===== config.mk =====
export PLATFORM = sky130hd
export DESIGN_NAME = hazard_unit_flat
export DESIGN_NICKNAME = d
export VERILOG_FILES = /design/src/rtl/hazard_unit_if.sv /design/src/rtl/hazard_unit.sv /design/src/flat_wrapper.sv
export SDC_FILE = /design/constraint.sdc
export NUM_CORES = 1
export LEC_CHECK = 0
export BUFFER_PORTS_ARGS = -buffer_cell sky130_fd_sc_hd__buf_2
export CORE_MARGIN = 8
export CORE_UTILIZATION = 53
export CTS_CLUSTER_SIZE = 40
export DETAILED_ROUTE_END_ITERATION = 16
export GPL_TIMING_DRIVEN = 1
export PLACE_DENSITY_LB_ADDON = 0.25
export SYNTH_ARGS = -nofsm -noshare
export SYNTH_HDL_FRONTEND = slang
export SYNTH_SLANG_ARGS = --single-unit

===== constraint.sdc =====
create_clock -name clk -period 2.9 [get_ports clk]
set_clock_uncertainty 0.15 [all_clocks]
set_input_delay 0.29 -clock clk [delete_from_list [all_inputs] [get_ports clk]]
set_output_delay 0.29 -clock clk [all_outputs]
set_load 0.05 [all_outputs]

===== src/rtl/hazard_unit_if.sv =====
// hazard_unit_if
// Bundles the Decode/Execute hazard inputs and the stall/flush/status outputs
// of the hazard controller.
//   master : pipeline side; drives register ids and control, reads stalls/flushes
//   slave  : hazard controller side
// Signals:
//   Rs1D, Rs2D, RdD, RegWriteD, MduD   Decode instruction fields
//   RdE, ResultSrcE0, MduE, PCSrcE      Execute instruction fields / redirect
//   MduDone, CountClr                   MDU writeback pulse, counter clear
//   StallF, StallD, FlushD, FlushE      pipeline register controls
//   MduBusy, MduTimeout, StallCount     scoreboard and performance status
interface hazard_unit_if;
    logic [4:0]  Rs1D;
    logic [4:0]  Rs2D;
    logic [4:0]  RdD;
    logic        RegWriteD;
    logic        MduD;
    logic [4:0]  RdE;
    logic        ResultSrcE0;
    logic        MduE;
    logic        PCSrcE;
    logic        MduDone;
    logic        CountClr;
    logic        StallF;
    logic        StallD;
    logic        FlushD;
    logic        FlushE;
    logic        MduBusy;
    logic        MduTimeout;
    logic [15:0] StallCount;

    modport master (
        output Rs1D, Rs2D, RdD, RegWriteD, MduD, RdE, ResultSrcE0, MduE,
               PCSrcE, MduDone, CountClr,
        input  StallF, StallD, FlushD, FlushE, MduBusy, MduTimeout, StallCount
    );

    modport slave (
        input  Rs1D, Rs2D, RdD, RegWriteD, MduD, RdE, ResultSrcE0, MduE,
               PCSrcE, MduDone, CountClr,
        output StallF, StallD, FlushD, FlushE, MduBusy, MduTimeout, StallCount
    );
endinterface


===== src/rtl/hazard_unit.sv =====
// hazard_unit
// Decode-stage stall/flush controller. Detects load-use hazards, taken
// branch/jump redirects and dependences on the single outstanding iterative
// MDU operation, tracked by an IDLE/BUSY scoreboard with a sticky timeout
// watchdog. Also keeps a saturating count of stall cycles.
// Ports:
//   clk    pipeline clock
//   reset  synchronous active-high reset
//   hz     hazard_unit_if.slave (see interface header for signal list)
// Parameters:
//   MDU_TIMEOUT  cycles an MDU op may remain outstanding before MduTimeout sets
module hazard_unit #(
    parameter int MDU_TIMEOUT = 64
) (
    input  logic           clk,
    input  logic           reset,
    hazard_unit_if.slave   hz
);

    typedef enum logic {
        IDLE = 1'b0,
        BUSY = 1'b1
    } state_t;

    localparam logic [15:0] TIMEOUT_AGE = 16'(MDU_TIMEOUT - 1);
    localparam logic [15:0] SAT_MAX     = 16'hFFFF;

    state_t      state_reg;
    logic [4:0]  pend_rd_reg;
    logic [15:0] age_reg;
    logic        timeout_reg;
    logic [15:0] stall_count_reg;

    // Source operand comparisons, one lane per Decode source register.
    logic [1:0][4:0] src;
    logic [1:0]      hit_e;
    logic [1:0]      hit_pend;

    assign src = {hz.Rs2D, hz.Rs1D};

    for (genvar gi = 0; gi < 2; gi++) begin : g_src
        assign hit_e[gi]    = (src[gi] == hz.RdE);
        assign hit_pend[gi] = (src[gi] == pend_rd_reg);
    end

    logic busy;
    logic rde_valid;
    logic pend_valid;
    logic lw_stall;
    logic mdu_issue_stall;
    logic mdu_raw_stall;
    logic mdu_struct;
    logic stall;

    assign busy       = (state_reg == BUSY);
    assign rde_valid  = (hz.RdE != 5'd0);
    assign pend_valid = (pend_rd_reg != 5'd0);

    assign lw_stall        = hz.ResultSrcE0 && rde_valid && (|hit_e);
    assign mdu_issue_stall = hz.MduE && rde_valid && (|hit_e);
    // The RdD term blocks a younger write to the pending register (WAW) so the
    // late MDU writeback cannot clobber it.
    assign mdu_raw_stall   = busy && pend_valid &&
                             ((|hit_pend) || (hz.RegWriteD && (hz.RdD == pend_rd_reg)));
    assign mdu_struct      = hz.MduD && (busy || hz.MduE);
    assign stall           = lw_stall || mdu_issue_stall || mdu_raw_stall || mdu_struct;

    // A redirect does not mask the stall: the flush of D already discards the
    // stalled instruction, so asserting both together is harmless.
    assign hz.StallF     = stall;
    assign hz.StallD     = stall;
    assign hz.FlushD     = hz.PCSrcE;
    assign hz.FlushE     = stall || hz.PCSrcE;
    assign hz.MduBusy    = busy;
    assign hz.MduTimeout = timeout_reg;
    assign hz.StallCount = stall_count_reg;

    always_ff @(posedge clk) begin
        if (reset) begin
            state_reg       <= IDLE;
            pend_rd_reg     <= 5'd0;
            age_reg         <= 16'd0;
            timeout_reg     <= 1'b0;
            stall_count_reg <= 16'd0;
        end else begin
            // A new issue takes precedence over a completion in the same cycle:
            // the completing op is the old one, the new one is now outstanding.
            if (hz.MduE) begin
                state_reg   <= BUSY;
                pend_rd_reg <= hz.RdE;
                age_reg     <= 16'd0;
            end else if (busy) begin
                if (hz.MduDone) begin
                    state_reg <= IDLE;
                end
                if (age_reg != SAT_MAX) begin
                    age_reg <= age_reg + 16'd1;
                end
            end

            if (busy && (age_reg == TIMEOUT_AGE)) begin
                timeout_reg <= 1'b1;
            end

            if (hz.CountClr) begin
                stall_count_reg <= 16'd0;
            end else if (stall && (stall_count_reg != SAT_MAX)) begin
                stall_count_reg <= stall_count_reg + 16'd1;
            end
        end
    end

endmodule


===== src/flat_wrapper.sv =====
// flat-port wrapper written by rule: the top's interface ports become plain ports
module hazard_unit_flat 
#(
    parameter int MDU_TIMEOUT = 64
)
  (clk, reset, hz_Rs1D, hz_Rs2D, hz_RdD, hz_RegWriteD, hz_MduD, hz_RdE, hz_ResultSrcE0, hz_MduE, hz_PCSrcE, hz_MduDone, hz_CountClr, hz_StallF, hz_StallD, hz_FlushD, hz_FlushE, hz_MduBusy, hz_MduTimeout, hz_StallCount);
  hazard_unit_if hz_i ();
  input  logic clk;
  input  logic reset;
  input wire logic [$bits(hz_i.Rs1D)-1:0] hz_Rs1D;
  input wire logic [$bits(hz_i.Rs2D)-1:0] hz_Rs2D;
  input wire logic [$bits(hz_i.RdD)-1:0] hz_RdD;
  input wire logic [$bits(hz_i.RegWriteD)-1:0] hz_RegWriteD;
  input wire logic [$bits(hz_i.MduD)-1:0] hz_MduD;
  input wire logic [$bits(hz_i.RdE)-1:0] hz_RdE;
  input wire logic [$bits(hz_i.ResultSrcE0)-1:0] hz_ResultSrcE0;
  input wire logic [$bits(hz_i.MduE)-1:0] hz_MduE;
  input wire logic [$bits(hz_i.PCSrcE)-1:0] hz_PCSrcE;
  input wire logic [$bits(hz_i.MduDone)-1:0] hz_MduDone;
  input wire logic [$bits(hz_i.CountClr)-1:0] hz_CountClr;
  output wire logic [$bits(hz_i.StallF)-1:0] hz_StallF;
  output wire logic [$bits(hz_i.StallD)-1:0] hz_StallD;
  output wire logic [$bits(hz_i.FlushD)-1:0] hz_FlushD;
  output wire logic [$bits(hz_i.FlushE)-1:0] hz_FlushE;
  output wire logic [$bits(hz_i.MduBusy)-1:0] hz_MduBusy;
  output wire logic [$bits(hz_i.MduTimeout)-1:0] hz_MduTimeout;
  output wire logic [$bits(hz_i.StallCount)-1:0] hz_StallCount;
  assign hz_i.Rs1D = hz_Rs1D;
  assign hz_i.Rs2D = hz_Rs2D;
  assign hz_i.RdD = hz_RdD;
  assign hz_i.RegWriteD = hz_RegWriteD;
  assign hz_i.MduD = hz_MduD;
  assign hz_i.RdE = hz_RdE;
  assign hz_i.ResultSrcE0 = hz_ResultSrcE0;
  assign hz_i.MduE = hz_MduE;
  assign hz_i.PCSrcE = hz_PCSrcE;
  assign hz_i.MduDone = hz_MduDone;
  assign hz_i.CountClr = hz_CountClr;
  assign hz_StallF = hz_i.StallF;
  assign hz_StallD = hz_i.StallD;
  assign hz_FlushD = hz_i.FlushD;
  assign hz_FlushE = hz_i.FlushE;
  assign hz_MduBusy = hz_i.MduBusy;
  assign hz_MduTimeout = hz_i.MduTimeout;
  assign hz_StallCount = hz_i.StallCount;
  hazard_unit #(.MDU_TIMEOUT(MDU_TIMEOUT)) u_core (.clk(clk), .reset(reset), .hz(hz_i));
endmodule

After elaboration in Yosys (flattened, before gate mapping)
Index checks and enable logic that the tools add are counted.
- $add $sub $neg: 2
- equality and inequality tests: 8
- multiplexer cells: 3
- reduce and logical (&&, ||, !) cells: 23
- operators by type and width (operator ; count):
    $add A16 B1 Y16 const B ; 2
    $ne A16 B16 Y1 const B ; 2
    $eq A5 B5 Y1 ; 5
    $eq A16 B6 Y1 const B ; 1
    $logic_and A1 B1 Y1 ; 10
    $reduce_bool A5 Y1 ; 2
    $reduce_or A2 Y1 ; 4
    $logic_or A1 B1 Y1 ; 6
    $mux W1 ; 3
    $reduce_and A2 Y1 ; 1
- register bits: 39
- input port bits: 29
- output and inout port bits: 22
- word-level logic and storage cells: 41

Longest topological paths before layout
- depth after elaboration: 7
- gate-level depth with buffers: 10
- depth with buffers taken out: 8

Least setup slack after synthesis
Ideal clock, no wire load.
- path kind: register to output
- start: reg u_core.pend_rd_reg[3]
- end: out hz_FlushE
- arrival: 2317 ps
- data required time: 2460 ps
- path slack: 143 ps
- cell stages (with the launch flop): 7
- buffers on the path: 0
- cells stage by stage: dfxtp_1 -> xor2_1 -> nor4_1 -> and3_1 -> nor3_1 -> o211ai_1 -> or2_2
- longest elaborated chain between the ends: 7
- elaborated cells on any way between the ends: 12
- those cells by class: eq/ne (3); reduce/logical (9)
- RTL lines (element ; line ; text):
    start: declaration ; hazard_unit.sv:29 ; logic [4:0] pend_rd_reg;
    start signal: assignment ; hazard_unit.sv:90 ; pend_rd_reg <= hz.RdE;
    $eq A5 B5 Y1 (on tied branches) ; hazard_unit.sv:43, hazard_unit.sv:64 ;
    $reduce_or A2 Y1 or $logic_and A1 B1 Y1 (tied branches) ; hazard_unit.sv:64 ; ((|hit_pend) || (hz.RegWriteD && (hz.RdD == pend_rd_reg)));
    $logic_or A1 B1 Y1 ; hazard_unit.sv:64 ;
    $logic_and A1 B1 Y1 (*) ; hazard_unit.sv:63 ; assign mdu_raw_stall = busy && pend_valid &&
    $logic_or A1 B1 Y1 (*) (2 in a row) ; hazard_unit.sv:66 ; assign stall = lw_stall || mdu_issue_stall || mdu_raw_stall || mdu_struct;
    named net hz_StallD ; flat_wrapper.sv:22 ; output wire logic [$bits(hz_i.StallD)-1:0] hz_StallD;
    $logic_or A1 B1 Y1 (*) ; hazard_unit.sv:73 ; assign hz.FlushE = stall || hz.PCSrcE;
    end: declaration ; flat_wrapper.sv:24 ; output wire logic [$bits(hz_i.FlushE)-1:0] hz_FlushE;
The timed path passes the listed nets; every way through them passes the cells marked *.

Worst setup path after layout
- start: reg u_core.pend_rd_reg[0]
- end: out hz_StallF
- longest elaborated chain between the ends: 6
- elaborated cells on any way between the ends: 11
- those cells by class: eq/ne (3); reduce/logical (8)
- RTL lines (element ; line ; text):
    $eq A5 B5 Y1 (on tied branches) ; hazard_unit.sv:43, hazard_unit.sv:64 ;
    $reduce_or A2 Y1 or $logic_and A1 B1 Y1 (tied branches) ; hazard_unit.sv:64 ;
    $logic_or A1 B1 Y1 ; hazard_unit.sv:64 ;
    $logic_and A1 B1 Y1 (*) ; hazard_unit.sv:63 ;
    $logic_or A1 B1 Y1 (*) (2 in a row) ; hazard_unit.sv:66 ;
    end: declaration ; flat_wrapper.sv:21 ; output wire logic [$bits(hz_i.StallF)-1:0] hz_StallF;
Every way passes the cells marked *; elsewhere a longest branch is shown, timed or not.

==> results.ini <==
[power_and_ir_drop]
ir_drop_uv = 254
cellLeakagePower_nw = 1.01
power.switching_mw = 0.296
power.internal_mw = 0.774
p_clk_share_pct = 33.5
seq_power_share_pct = 51.8
comb_power_share_pct = 14.8
p_per_area_nw_per_um2 = 427
swShare_pct = 27.7
total_power_mw = 1.07

[clock_network]
post_cts_resized = 0
cts_setup_buffers = 0
cts_root_buf = clkbuf_8
cts_buffer_depth = 2
cts_tree = done
cts_made_buffers = 5
cts_hold_buf = 0
path_clk_slew_ns = 0.07
cts_sinks = 39
clkLatencyLatePin_ns = 0.29
cts-htree-levels = 2

[global_route]
grt_pass1_wl_um = 8330
grt_overflow_total = 0
grt_usage_pct = 15.9
grt_max_degree = 17
grt_pass1_vias = 1866
grt_antenna_before_repair = 0

[timing]
rsz0062_at_grt = no
maxSlewViolCount = 0
max_slew.worst_pin.slew_ns = 0.483
setup_tns_ns = 0
max_clock_freq_mhz = 389
fin_crit_ns = 2.57
hold_violations = 0
slew-limit-headroom_pct = 67.8
post-route-period-util_pct = 88.7
setup_violations = 0

[worst_setup_path]
worst-setup-path-type = reg -> out
crit_path_end_kind = output pin
cp.required_ns = 2.46
critPathSlowestCell = dfxtp_1
slowest_delay_ns = 0.47
path_max_fanout = 5
start_kind = flip-flop
worstPathArrival_ns = 2.13
crit_chain = xnor2_1 -> nand3_1 -> nor3_1 -> nor3_1 -> o211ai_1 -> buf_4 -> buf_2
cp_common_cell = nor3_1

[drt]
drc = 0
vias = 1976
routed_wl_um = 4900
via_per_inst = 5.57
dr.pass1.iters = 4
ant_nets = 0
drtIter0Drc = 152
wl_per_cell_um = 13.8

[yosys]
synth_xor_area_share_pct = 16.2
synth_simple_gate_area_share_pct = 27.5
synth_top_family_by_area = simple AND/OR/NAND/NOR gates
synth_warnings = 0
synth_compound_area_share_pct = 11.9
syn-num-nets = 288
synth_area_um2 = 2160
ys_ff_latch = 39
yosysUniqueCellTypes = 41
syn_inst = 257
synthFlopType = dfxtp_1
yosysSeqAreaShare_pct = 36.2
synth-edff-count = 0
synth_mux_area_share_pct = 2.78
avgSynthCellArea_um2 = 8.39
synth-async-reset-ratio_pct = 0
synthAdderAreaFrac_pct = 1.16

[die]
die-area_um2 = 6370
ios = 51
die_y_um = 79.8
core_area_um2 = 3970
die_w_um = 79.8
initial_core_util_pct = 54.3
row_count = 23

[cells_and_area]
nFillCells = 362
finalCoreUtilization_pct = 63.1
final_nets = 335
syn_to_final_growth_pct = 16.1
drive_above_1_share_pct = 22.6
diodes = 0

[job]
maxCapViolations = 0

[place]
port_buffers = 50
gp_congestion = 0.810
hpwl_um = 3740

[outcome]
status = completed

[hold_path]
hp-class = in -> reg

## logic make-up (layout without fill, tap and decap cells)
family | count (synthesis) | count (layout)
AND/OR/NAND/NOR | 111 | 111
AO/OA/AOI/OAI | 41 | 41
XOR/XNOR | 40 | 40
flip-flops | 39 | 39
buffers and inverters | 18 | 66
multiplexers | 6 | 6
adder cells (fa/ha/maj) | 2 | 2
## final timing paths
| path | startpoint | end | slack, ns | cells past startpoint |
|---|---|---|---|---|
| worst max-delay path | u_core.pend_rd_reg[0] | hz_StallF | 0.33 | 7 |
| worst min-delay path | hz_RdE[1] | u_core.pend_rd_reg[1] | 0.16 | 3 |
| worst min register to register | u_core.hz.MduTimeout | u_core.hz.MduTimeout | 0.35 | 2 |
| worst max register to register | u_core.hz.StallCount[0] | u_core.hz.StallCount[3] | 0.40 | 9 |
## power groups by stage
stage,clock (mW),combinational (mW),sequential [mW]
6_report,0.358,0.158,0.554
5_1_grt,0.393,0.172,0.555
4_1_cts,0.368,0.158,0.554
3_5_place_dp,0,0.158,0.567
3_3_place_gp,0,0.156,0.567
2_1_floorplan,0,0.108,0.570
## cell usage in the layout (no fill, tap or decap), types with 2 or more instances in the layout
cell type / instances
or4_1: 11
ha_1: 2
o31ai_1: 8
nor3_1: 5
nor2_1: 29
o21ai_0: 3
dfxtp_1: 39
xnor2_1: 20
nand2_1: 19
nor4_1: 2
and3_1: 6
xor2_1: 20
nand3_1: 16
buf_2: 50
buf_4: 3
and4_1: 3
and2_1: 2
a31o_1: 2
mux2i_1: 6
o21ai_1: 3
or2_2: 4
clkbuf_8: 5
inv_1: 5
a21oi_1: 18
nand4_1: 5
or3_1: 3
## routing by layer
metal	share of wire (%)	global-route usage, %	up-vias
li1	-	-	1006
met1	49	21.0	914
met2	44	24.4	50
met3	6.0	5.07	6
met4	0.84	4.18	0
met5	0	0	-
## synthesized netlist by cell type, types with 2 or more instances
cell,instances,share of area [%]
o21ai_0,3,0.70
or3_1,3,0.87
nor4_1,2,0.58
and4_1,3,1.2
xnor2_1,20,8.1
nand4_1,5,1.5
clkbuf_1,7,1.2
buf_6,2,1.0
nor2_1,29,5.0
buf_4,2,0.70
nor3_1,5,1.2
o31ai_1,8,2.8
and3_1,6,1.7
and2_1,2,0.58
nand2_1,19,3.3
or4_1,11,3.8
or2_2,4,1.2
a31o_1,2,0.81
a21oi_1,18,4.2
dfxtp_1,39,36
nand3_1,16,3.7
xor2_1,20,8.1
inv_1,5,0.87
ha_1,2,1.2
o21ai_1,3,0.70
mux2i_1,6,2.8
## worst max-delay path, delay by kind of cell, from the launching register on
kind            cells  cell delay [ns]
buf+inv             2             0.45
xor+xnor            1             0.15
flops               1             0.47
compound gates      1             0.29
simple gates        3             0.48
## cell type report
cell class / count / area, um^2 / share of cell area (%)
clock buffer: 6 / 72.6 / 2.90
clock inverter: 2 / 12.5 / 0.500
inverter: 5 / 18.8 / 0.749
multi-input combinational: 200 / 1280 / 51.3
sequential: 39 / 781 / 31.2
tap: 50 / 62.6 / 2.50
timing repair buffer: 53 / 273 / 10.9
## through the flow
stage | instance area [um^2] | setup WS [ns] | std cells | hold WS (ns)
6_report | 2500 | 0.326 | 355 | 0.162
3_5_place_dp | 2420 | 0.425 | 347 | 0.346
4_1_cts | 2500 | 0.317 | 355 | 0.153
2_1_floorplan | 2160 | 0.143 | 257 | 0.287
5_1_grt | 2500 | 0.155 | 355 | 0.158
3_3_place_gp | 2420 | 0.469 | 347 | 0.329
No activity file was read; power rests on OpenSTA's default activity.
